## config.mk

```make
export PLATFORM = sky130hd
export DESIGN_NAME = core_sequencer
export DESIGN_NICKNAME = d
export VERILOG_FILES = /design/src/rtl/core_sequencer.sv
export SDC_FILE = /design/constraint.sdc
export NUM_CORES = 1
export LEC_CHECK = 0
export CORE_AREA = 2 2 104 106
export CTS_CLUSTER_SIZE = 16
export DETAILED_ROUTE_END_ITERATION = 8
export DIE_AREA = 0 0 106 108
export PLACE_DENSITY_LB_ADDON = 0.25
export SLEW_MARGIN = 5
export SYNTH_ARGS = -nofsm -noshare
export SYNTH_HDL_FRONTEND = slang
export SYNTH_SLANG_ARGS = --single-unit
```

## constraint.sdc

```tcl
create_clock -name clk -period 7.1 [get_ports clk]
set_input_delay 1.42 -clock clk [delete_from_list [all_inputs] [get_ports clk]]
set_output_delay 1.42 -clock clk [all_outputs]
set_load 0.03 [all_outputs]
```

## src/rtl/core_sequencer.sv

```systemverilog
// core_sequencer: multi-cycle fetch/decode/execute/memory/writeback control FSM
// for the RV32I core. Owns the memory handshake, the datapath write strobes,
// the retired-instruction counter and the sticky halt-on-error flags.
module core_sequencer #(
  parameter int unsigned MEM_TIMEOUT = 255,
  parameter int unsigned INSTRET_W   = 64
) (
  input  logic                 clk,
  input  logic                 rst,
  input  logic                 stall,
  input  logic                 dec_mem_rd,
  input  logic                 dec_mem_wr,
  input  logic                 dec_r_we,
  input  logic                 dec_csr_we,
  input  logic                 dec_illegal,
  input  logic                 mem_ready,
  output logic                 mem_req,
  output logic                 mem_we,
  output logic                 mem_addr_sel,
  output logic                 ir_we,
  output logic                 rf_we,
  output logic                 csr_we,
  output logic                 pc_we,
  output logic [2:0]           state,
  output logic [INSTRET_W-1:0] instret,
  output logic                 halted,
  output logic                 bus_err,
  output logic                 illegal
);

  localparam int unsigned WAIT_W = 16;
  localparam logic [WAIT_W-1:0] WAIT_LAST = WAIT_W'(MEM_TIMEOUT - 32'd1);

  typedef enum logic [2:0] {
    S_FETCH  = 3'd0,
    S_DECODE = 3'd1,
    S_EXEC   = 3'd2,
    S_MEM    = 3'd3,
    S_WB     = 3'd4,
    S_HALT   = 3'd5
  } state_t;

  state_t                r_state;
  logic                  r_fetch_issued;
  logic [WAIT_W-1:0]     r_wait_cnt;
  logic [INSTRET_W-1:0]  r_instret;
  logic                  r_bus_err;
  logic                  r_illegal;

  logic w_req;
  logic w_we;
  logic w_addr_sel;
  logic w_ir_we;
  logic w_rf_we;
  logic w_csr_we;
  logic w_pc_we;
  logic w_wait;
  logic w_timeout;

  // Strobes decoded from the current state and handshake inputs; forced low in reset
  always_comb begin
    w_req      = 1'b0;
    w_we       = 1'b0;
    w_addr_sel = 1'b0;
    w_ir_we    = 1'b0;
    w_rf_we    = 1'b0;
    w_csr_we   = 1'b0;
    w_pc_we    = 1'b0;
    case (r_state)
      S_FETCH: begin
        // once the fetch has gone out, stall can no longer retract it
        w_req   = ~stall | r_fetch_issued;
        w_ir_we = w_req & mem_ready;
      end
      S_MEM: begin
        w_req      = 1'b1;
        w_addr_sel = 1'b1;
        w_we       = dec_mem_wr;
        w_pc_we    = mem_ready & dec_mem_wr;
      end
      S_WB: begin
        w_rf_we  = dec_r_we;
        w_csr_we = dec_csr_we;
        w_pc_we  = 1'b1;
      end
      default: ;
    endcase
    if (rst) begin
      w_req      = 1'b0;
      w_we       = 1'b0;
      w_addr_sel = 1'b0;
      w_ir_we    = 1'b0;
      w_rf_we    = 1'b0;
      w_csr_we   = 1'b0;
      w_pc_we    = 1'b0;
    end
    w_wait    = w_req & ~mem_ready;
    // a ready arriving on the last allowed cycle beats the timeout
    w_timeout = w_wait & (r_wait_cnt == WAIT_LAST);
  end

  // Sequencer state, wait counter, retired count and sticky error flags
  always_ff @(posedge clk or posedge rst) begin
    if (rst) begin
      r_state        <= S_FETCH;
      r_fetch_issued <= 1'b0;
      r_wait_cnt     <= '0;
      r_instret      <= '0;
      r_bus_err      <= 1'b0;
      r_illegal      <= 1'b0;
    end else begin
      r_fetch_issued <= (r_state == S_FETCH) & w_wait & ~w_timeout;
      r_wait_cnt     <= w_wait ? r_wait_cnt + WAIT_W'(1) : '0;
      if (w_pc_we) begin
        r_instret <= r_instret + INSTRET_W'(1);
      end
      case (r_state)
        S_FETCH: begin
          if (w_timeout) begin
            r_state   <= S_HALT;
            r_bus_err <= 1'b1;
          end else if (w_ir_we) begin
            r_state <= S_DECODE;
          end
        end
        S_DECODE: r_state <= S_EXEC;
        S_EXEC: begin
          if (dec_illegal) begin
            r_state   <= S_HALT;
            r_illegal <= 1'b1;
          end else if (dec_mem_rd | dec_mem_wr) begin
            r_state <= S_MEM;
          end else begin
            r_state <= S_WB;
          end
        end
        S_MEM: begin
          if (w_timeout) begin
            r_state   <= S_HALT;
            r_bus_err <= 1'b1;
          end else if (mem_ready) begin
            r_state <= dec_mem_wr ? S_FETCH : S_WB;
          end
        end
        S_WB:    r_state <= S_FETCH;
        S_HALT:  r_state <= S_HALT;
        default: r_state <= S_FETCH;
      endcase
    end
  end

  assign mem_req      = w_req;
  assign mem_we       = w_we;
  assign mem_addr_sel = w_addr_sel;
  assign ir_we        = w_ir_we;
  assign rf_we        = w_rf_we;
  assign csr_we       = w_csr_we;
  assign pc_we        = w_pc_we;
  assign state        = r_state;
  assign instret      = r_instret;
  assign halted       = (r_state == S_HALT);
  assign bus_err      = r_bus_err;
  assign illegal      = r_illegal;

endmodule

```

Word-level counts from Yosys, hierarchy flattened:

Cells that the tools add are included.

* bits in registers: 86
* input port bits: 9
* output and inout bits: 77
* word-level logic and storage cells: 55

* bitwise logic cells: 11
* eq/ne operators: 8
* reductions and logical operators: 5
* $add $sub $neg: 2
* multiplexer cells: 23

Operators by type and width (count)
* adder 64 x 1 -> 64 bit (second input constant): 1
* 2-to-1 mux 3 bit: 7
* adder 16 x 1 -> 16 bit (second input constant): 1
* == test 16 x 8 -> 1 bit (second input constant): 1
* 2-to-1 mux 16 bit: 1
* one-hot mux 3 bit (5 select lines): 1
* 2-to-1 mux 1 bit: 12
* AND 1 bit: 6
* == test 3 x 2 -> 1 bit (second input constant): 2
* == test 3 bit (second input constant): 2
* inequality test 3 bit (second input constant): 2
* AND reduction 2 bit: 3
* one-hot mux 1 bit (2 select lines): 2
* == test 3 x 1 -> 1 bit (second input constant): 1
* zero test 3 bit: 1
* inverter 1 bit: 3
* OR 1 bit: 2
* OR reduction 2 bit: 1

Logic depth before layout (Yosys ltp):

Gate-level depths: netlist (run 1).

* depth in word-level cells: 8
* gate-level depth with buffers: 7
* depth with buffers taken out: 6

Worst setup path after synthesis (run 1):

Ideal clock, no wire load.

* path type: input to output
* start point: input rst
* end point: output ir_we
* buffers on the path: 1
* data required time: 5.680 ns
* slack: 1.106 ns
* arrival: 4.574 ns
* stages: 4
* cells stage by stage: buf_6 inv_1 nand3_1 nor4_1

* cells in the longest elaborated chain, start to end: 1

RTL lines
* start: declaration: RTL line 9 `input logic rst,`
* 2-to-1 mux 1 bit: RTL line 88 `if (rst) begin`
* end: declaration: RTL line 20 `output logic ir_we,`

No other way between the ends.

Worst setup path in the final report (run 1):

Ends and elaborated chain as after synthesis.

==> results of run 1 <==
[placed cells by master (no fill, tap or decap), types with 3 or more instances in the layout]
master            n
nand3_1          33
nor4_1           20
nor3_2            9
nor2_1           36
dfrtp_1          86
nor2b_1           3
and2_1            4
nand4_1          21
xnor2_1          33
a21oi_1           4
and3_1           12
clkdlybuf4s50_1  85
clkbuf_8         11
ha_1              3
nor3_1           13
and4_1           10
xor2_1           44
inv_1            16
o21ai_0           4
nand2_1          24
nand2b_1          3
[worst max-delay path: stages]
cell	delay (ns)
clkdlybuf4s50_1	0.75
clkinv_2	0.58
nand3_1	0.30
nor4_1	0.07
clkdlybuf4s50_1	0.61
[flip-flops by register name (all words and copies together) (netlist names)]
| signal | flops |
|---|---|
| illegal | 1 |
| r_fetch_issued | 1 |
| r_wait_cnt | 16 |
| instret | 64 |
| bus_err | 1 |
| state | 3 |
[layer usage]
| layer | GRT usage (%) | up-vias |
|---|---|---|
| met3 | 3.68 | 6 |
| met2 | 29.3 | 72 |
| li1 | - | 1623 |
| met1 | 23.2 | 1707 |
| met5 | 0 | - |
| met4 | 6.30 | 0 |
[through the flow]
stage / hold WS (ns) / utilization [%] / power, mW
after floorplan: 0.447 / - / 0.695
after global placement: 0.451 / 51.7 / 0.771
after detailed placement: 0.454 / 51.7 / 0.774
after CTS: 0.475 / 53.8 / 1.14
after global routing: 0.486 / 53.8 / 1.18
final: 0.473 / 53.8 / 1.13
[cell type report]
cell class                      instances  area, um^2
Clock buffer                           11         151
Inverter                               17        65.1
Timing Repair Buffer                   86         858
Multi-Input combinational cell        300        2050
Tap cell                              136         170
Clock inverter                          5        63.8
Fill cell                             926        4720
Sequential cell                        86        2150
[cells in the mapped netlist (6+ instances only)]
master	instances	area [um^2]
dfrtp_1	86	2150
xor2_1	44	385
nor2_1	36	135
nand3_1	33	165
xnor2_1	33	289
nand2_1	24	90.1
nand4_1	21	131
nor4_1	20	125
inv_1	17	63.8
nor3_1	13	65.1
and3_1	12	75.1
and4_1	10	87.6
nor3_2	9	90.1
clkbuf_1	6	22.5
[logic make-up (layout without fill, tap and decap cells)]
logic type | after synthesis | after routing | synth area share [%]
fa+ha+maj | 3 | 3 | 0.865
mux | 1 | 1 | 0.259
xor+xnor | 77 | 77 | 15.5
buf+inv | 31 | 119 | 3.23
simple gates | 206 | 206 | 28.1
compound gates | 13 | 13 | 2.42
flops | 86 | 86 | 49.6
[path summary, 6_finish.rpt]
| check | start | to | depth (start not counted) |
|---|---|---|---|
| setup / recovery | rst | ir_we | 5 |
| hold / removal | illegal | illegal | 1 |
| min in group asynchronous | rst | instret[29] | 2 |
| max in group asynchronous | rst | r_wait_cnt[6] | 3 |
| hold reg to reg | illegal | illegal | 1 |
| setup reg to reg | state[2] | instret[59] | 5 |
[report_power, final]
group / switching [mW] / internal, mW / leakage (nW) / total [mW]
Combinational: 0.121 / 0.0855 / 1.14 / 0.207
Clock: 0.186 / 0.185 / 0.107 / 0.371
Sequential: 0.0437 / 0.511 / 1.14 / 0.555
==> metrics.yaml, run 1 <==
ys_seq_area_share_pct: 49.6
synth-edff-count: 0
n_antenna_cell: 0
numPortBuffers: 85
wl_per_cell_um: 15.5
first_pass_iters: 4
crit_fanout: 33
cap_violations: 0
wl_met2_mm: 4.74
yosys_most_used_dff: "dfrtp_1"
outcome: "complete, no violations"
grt_max_degree: 56
fin_crit_ns: 5.16
drt_iter0_markers: 183
avgSynthCellArea_um2: 10.4
worstPathArrival_ns: 3.74
grt_usage_pct: 17.7
min_period_over_period_pct: 72.7
cts_resized: 0
reg2reg_slack_ns: 4.45
ctsLongestPathBuffers: 2
die_h_um: 108
hold_viol: 0
wl_mm: 9.91
grt_pass1_wl_mm: 16.2
post_dp_cell_area_um2: 5290
max_freq_mhz: 194
synth_area_um2: 4340
ctsHoldBuffers: 0
ant_nets: 0
cts-root-buf: "clkbuf_8"
cts_max_level: 3
stdcell_count: 641
min_path_type: "reg -> reg"
vdd_ir_drop_max_uv: 117
start_util_pct: 42.4
power.density_nw_per_um2: 206
worst_slack_ns: 1.94
vias: 3408
final_nets: 512
vias_per_cell: 5.32
final_layout_size_suffix_gt1_share_pct: 7.92
async_flop_share_pct: 100
numClockSinks: 86
gr-total-overflow: 0
die_w_um: 106
clkSlewWorstSetupHoldPaths_ns: 0.09
ios: 86
area_growth_syn_to_layout_pct: 26.9
coreArea_um2: 10200
met1_length_mm: 4.61
cts_buffers: 9
cts_setup_buffers: 0
placed_cells: 625
tns_ns: 0
antenna_found_initial: 0
cts_tree: "done"
dp_worst_setup_slack_ns: 1.91
power_leakage_nw: 2.38
setup_viol: 0
synth.distinct_cells: 46
insertion_delay_ns: 0.36
relSlewSlack_pct: 21.7
fp.dieArea_um2: 11400
worstMarginPinSlew_ns: 1.16
grt_pass1_vias: 3428
stdcell_area_um2: 5510
synth_seq_cells: 86
drc: 0
hpwlAfterDp_mm: 7.00
syn-instance-count: 417
rsz0062_at_grt: "no"
crit_required_ns: 5.68
std_cell_rows: 37
syn-num-nets: 429
path_class: "in -> out"
yosysWarnings: 0
top_layer_used: "met4"
end_kind: "output pin"
finalMaxSlewViolations: 0
wl_met3_um: 456
place.gp.congestion: 0.817
startpoint_type: "input pin"
skew_ns: 0.0195
No activity file was read; power rests on OpenSTA's default activity.
==> run 2: changes to the inputs <==
- clock period: 7.1 -> 4.6 ns (I/O delays scaled with it)
==> run 2 against run 1 <==
  * Hold slack got worse by 0.0038 ns
  * Sequential share of layout area is 0.17 points higher
  * First-iteration DRC count shrank 4.9%
  * Final cell count up 0.16%
  * Register-to-register slack lost 2.5 ns
  * Critical path depth down 1
==> metrics.yaml, run 2 (synthesis gave the netlist of run 1 again) <==
outcome: "complete, no violations"  # unchanged
clkPwrFrac_pct: 28.9  # was 32.8%
cts_setup_buffers: 0  # unchanged
die_h_um: 108  # unchanged
gr-total-overflow: 0  # unchanged
final_common_cell: "dfrtp_1"  # unchanged
n_antenna_cell: 0  # unchanged
placed_cells: 627  # was 625
rsz0062_at_grt: "no"  # unchanged
pwr-share-comb_pct: 19.6  # was 18.3%
switching_power_mw: 0.517  # was 0.351 mW
seq_power_share_pct: 51.5  # was 49.0%
vias: 3372  # was 3408
grt_pass1_wl_mm: 16.4  # was 16.2 mm
relSlewSlack_pct: 22.4  # was 21.7%
skew_ns: 0.0116  # was 0.0195 ns
numPortBuffers: 85  # unchanged
coreArea_um2: 10200  # unchanged
min_path_type: "reg -> reg"  # unchanged
layout_common_cells: "dfrtp_1, clkdlybuf4s50_1, xor2_1"  # unchanged
cts_tree: "done"  # unchanged
min_period_over_period_pct: 81.2
fp.dieArea_um2: 11400  # unchanged
hpwlAfterDp_mm: 6.84  # was 7.00 mm
grt_max_degree: 87  # was 56
place.gp.congestion: 0.830  # was 0.817
std_cell_rows: 37  # unchanged
stdcell_count: 642  # was 641
tns_ns: 0  # unchanged
final_layout_size_suffix_gt1_share_pct: 8.10  # was 7.92%
fin_crit_ns: 3.74
area_growth_syn_to_layout_pct: 26.4  # was 26.9%
drt_iter0_markers: 174  # was 183
ctsHoldBuffers: 0  # unchanged
power.density_nw_per_um2: 303  # was 206 nW/um^2
cts_max_level: 3  # unchanged
switching_share_pct: 31.1  # was 31.0%
cap_violations: 0  # unchanged
vias_per_cell: 5.25  # was 5.32
startpoint_type: "input pin"  # unchanged
end_kind: "output pin"  # unchanged
vdd_ir_drop_max_uv: 151  # was 117 uV
fin_util_pct: 53.6  # was 53.8%
clkSlewWorstSetupHoldPaths_ns: 0.08  # was 0.09 ns
grt_util_met3_pct: 3.80  # was 3.68%
grtUsageMet1_pct: 23.9  # was 23.2%
worstMarginPinSlew_ns: 1.15  # was 1.16 ns
ctsLongestPathBuffers: 2  # unchanged
reg2reg_slack_ns: 1.98  # was 4.45 ns
start_util_pct: 42.4  # unchanged
finalMaxSlewViolations: 0  # unchanged
largest_reg_flops: 64  # unchanged
numClockSinks: 86  # unchanged
cts-root-buf: "clkbuf_8"  # unchanged
cts_buffers: 9  # unchanged
insertion_delay_ns: 0.35  # was 0.36 ns
ant_nets: 0  # unchanged
hold_viol: 0  # unchanged
intPower_mw: 1.14  # was 0.782 mW
crit_required_ns: 3.68  # was 5.68 ns
grt_usage_pct: 17.9  # was 17.7%
grt_pass1_vias: 3328  # was 3428
wl_per_cell_um: 15.0  # was 15.5 um
ios: 86  # unchanged
max_freq_mhz: 268
crit_fanout: 7  # was 33
first_pass_iters: 5  # was 4
final_nets: 514  # was 512
antenna_found_initial: 0  # unchanged
fillerInstances: 898  # was 926
wl_mm: 9.64  # was 9.91 mm
grtUsageMet2_pct: 29.3  # about the same
die_w_um: 106  # unchanged
busiest_layer: "met2"  # unchanged
path_class: "in -> out"  # unchanged
power_leakage_nw: 2.37  # was 2.38 nW
worstPathArrival_ns: 2.82  # was 3.74 ns
setup_viol: 0  # unchanged
cts_resized: 0  # unchanged
drc: 0  # unchanged
run 2: cell types whose count changed in the layout (fill, tap and decap cells not counted), sizes merged:
cell / change
clkinvlp: +1
buf: +2
clkinv: +1
bufinv: -1
inv: -2
run 2: power groups by stage:
stage          clock network, mW  logic (mW)  registers, mW
2_1_floorplan                  0       0.175          0.898
3_3_place_gp                   0       0.324          0.868
3_5_place_dp                   0       0.330          0.870
4_1_cts                    0.493       0.331          0.856
5_1_grt                    0.522       0.353          0.867
6_report                   0.479       0.326          0.855
run 2: cell type report:
type	count	area (um^2)	share of cell area, %
Multi-Input combinational cell	300	2050	37.3
Tap cell	136	170	3.10
Sequential cell	86	2150	39.2
Clock buffer	11	151	2.76
Clock inverter	4	22.5	0.411
Inverter	17	67.6	1.23
Timing Repair Buffer	88	873	15.9
run 2: layer usage:
| layer | part of all wire [%] | routed length [um] | up-vias |
|---|---|---|---|
| met5 | 0 | 0 | - |
| met4 | 0.95 | 92 | 0 |
| met3 | 4.4 | 423 | 5 |
| met2 | 48 | 4640 | 73 |
| met1 | 47 | 4490 | 1674 |
| li1 | - | - | 1620 |
run 2: worst max-delay path, stage by stage:
cell and delay (ns):
clkdlybuf4s50_1 0.60, or3b_2 0.48, o22ai_2 0.12, clkdlybuf4s50_1 0.70
run 2: worst paths after layout:
check                            startpoint           to  depth (start not counted)
worst max-delay path              mem_ready        pc_we                          4
worst min-delay path                bus_err      bus_err                          1
worst max register to register  instret[21]  instret[37]                          5
worst min register to register      bus_err      bus_err                          1
max in group asynchronous               rst   instret[9]                          4
min in group asynchronous               rst     state[2]                          4
run 2: through the flow:
step / hold slack (ns) / instance area, um^2 / worst slack (ns) / total power, mW
4_1_cts: 0.474 / 5480 / 0.873 / 1.68
3_3_place_gp: 0.451 / 5310 / 0.890 / 1.19
3_5_place_dp: 0.456 / 5310 / 0.875 / 1.20
6_report: 0.469 / 5480 / 0.864 / 1.66
2_1_floorplan: 0.447 / 4340 / 0.558 / 1.07
5_1_grt: 0.499 / 5480 / 0.810 / 1.74
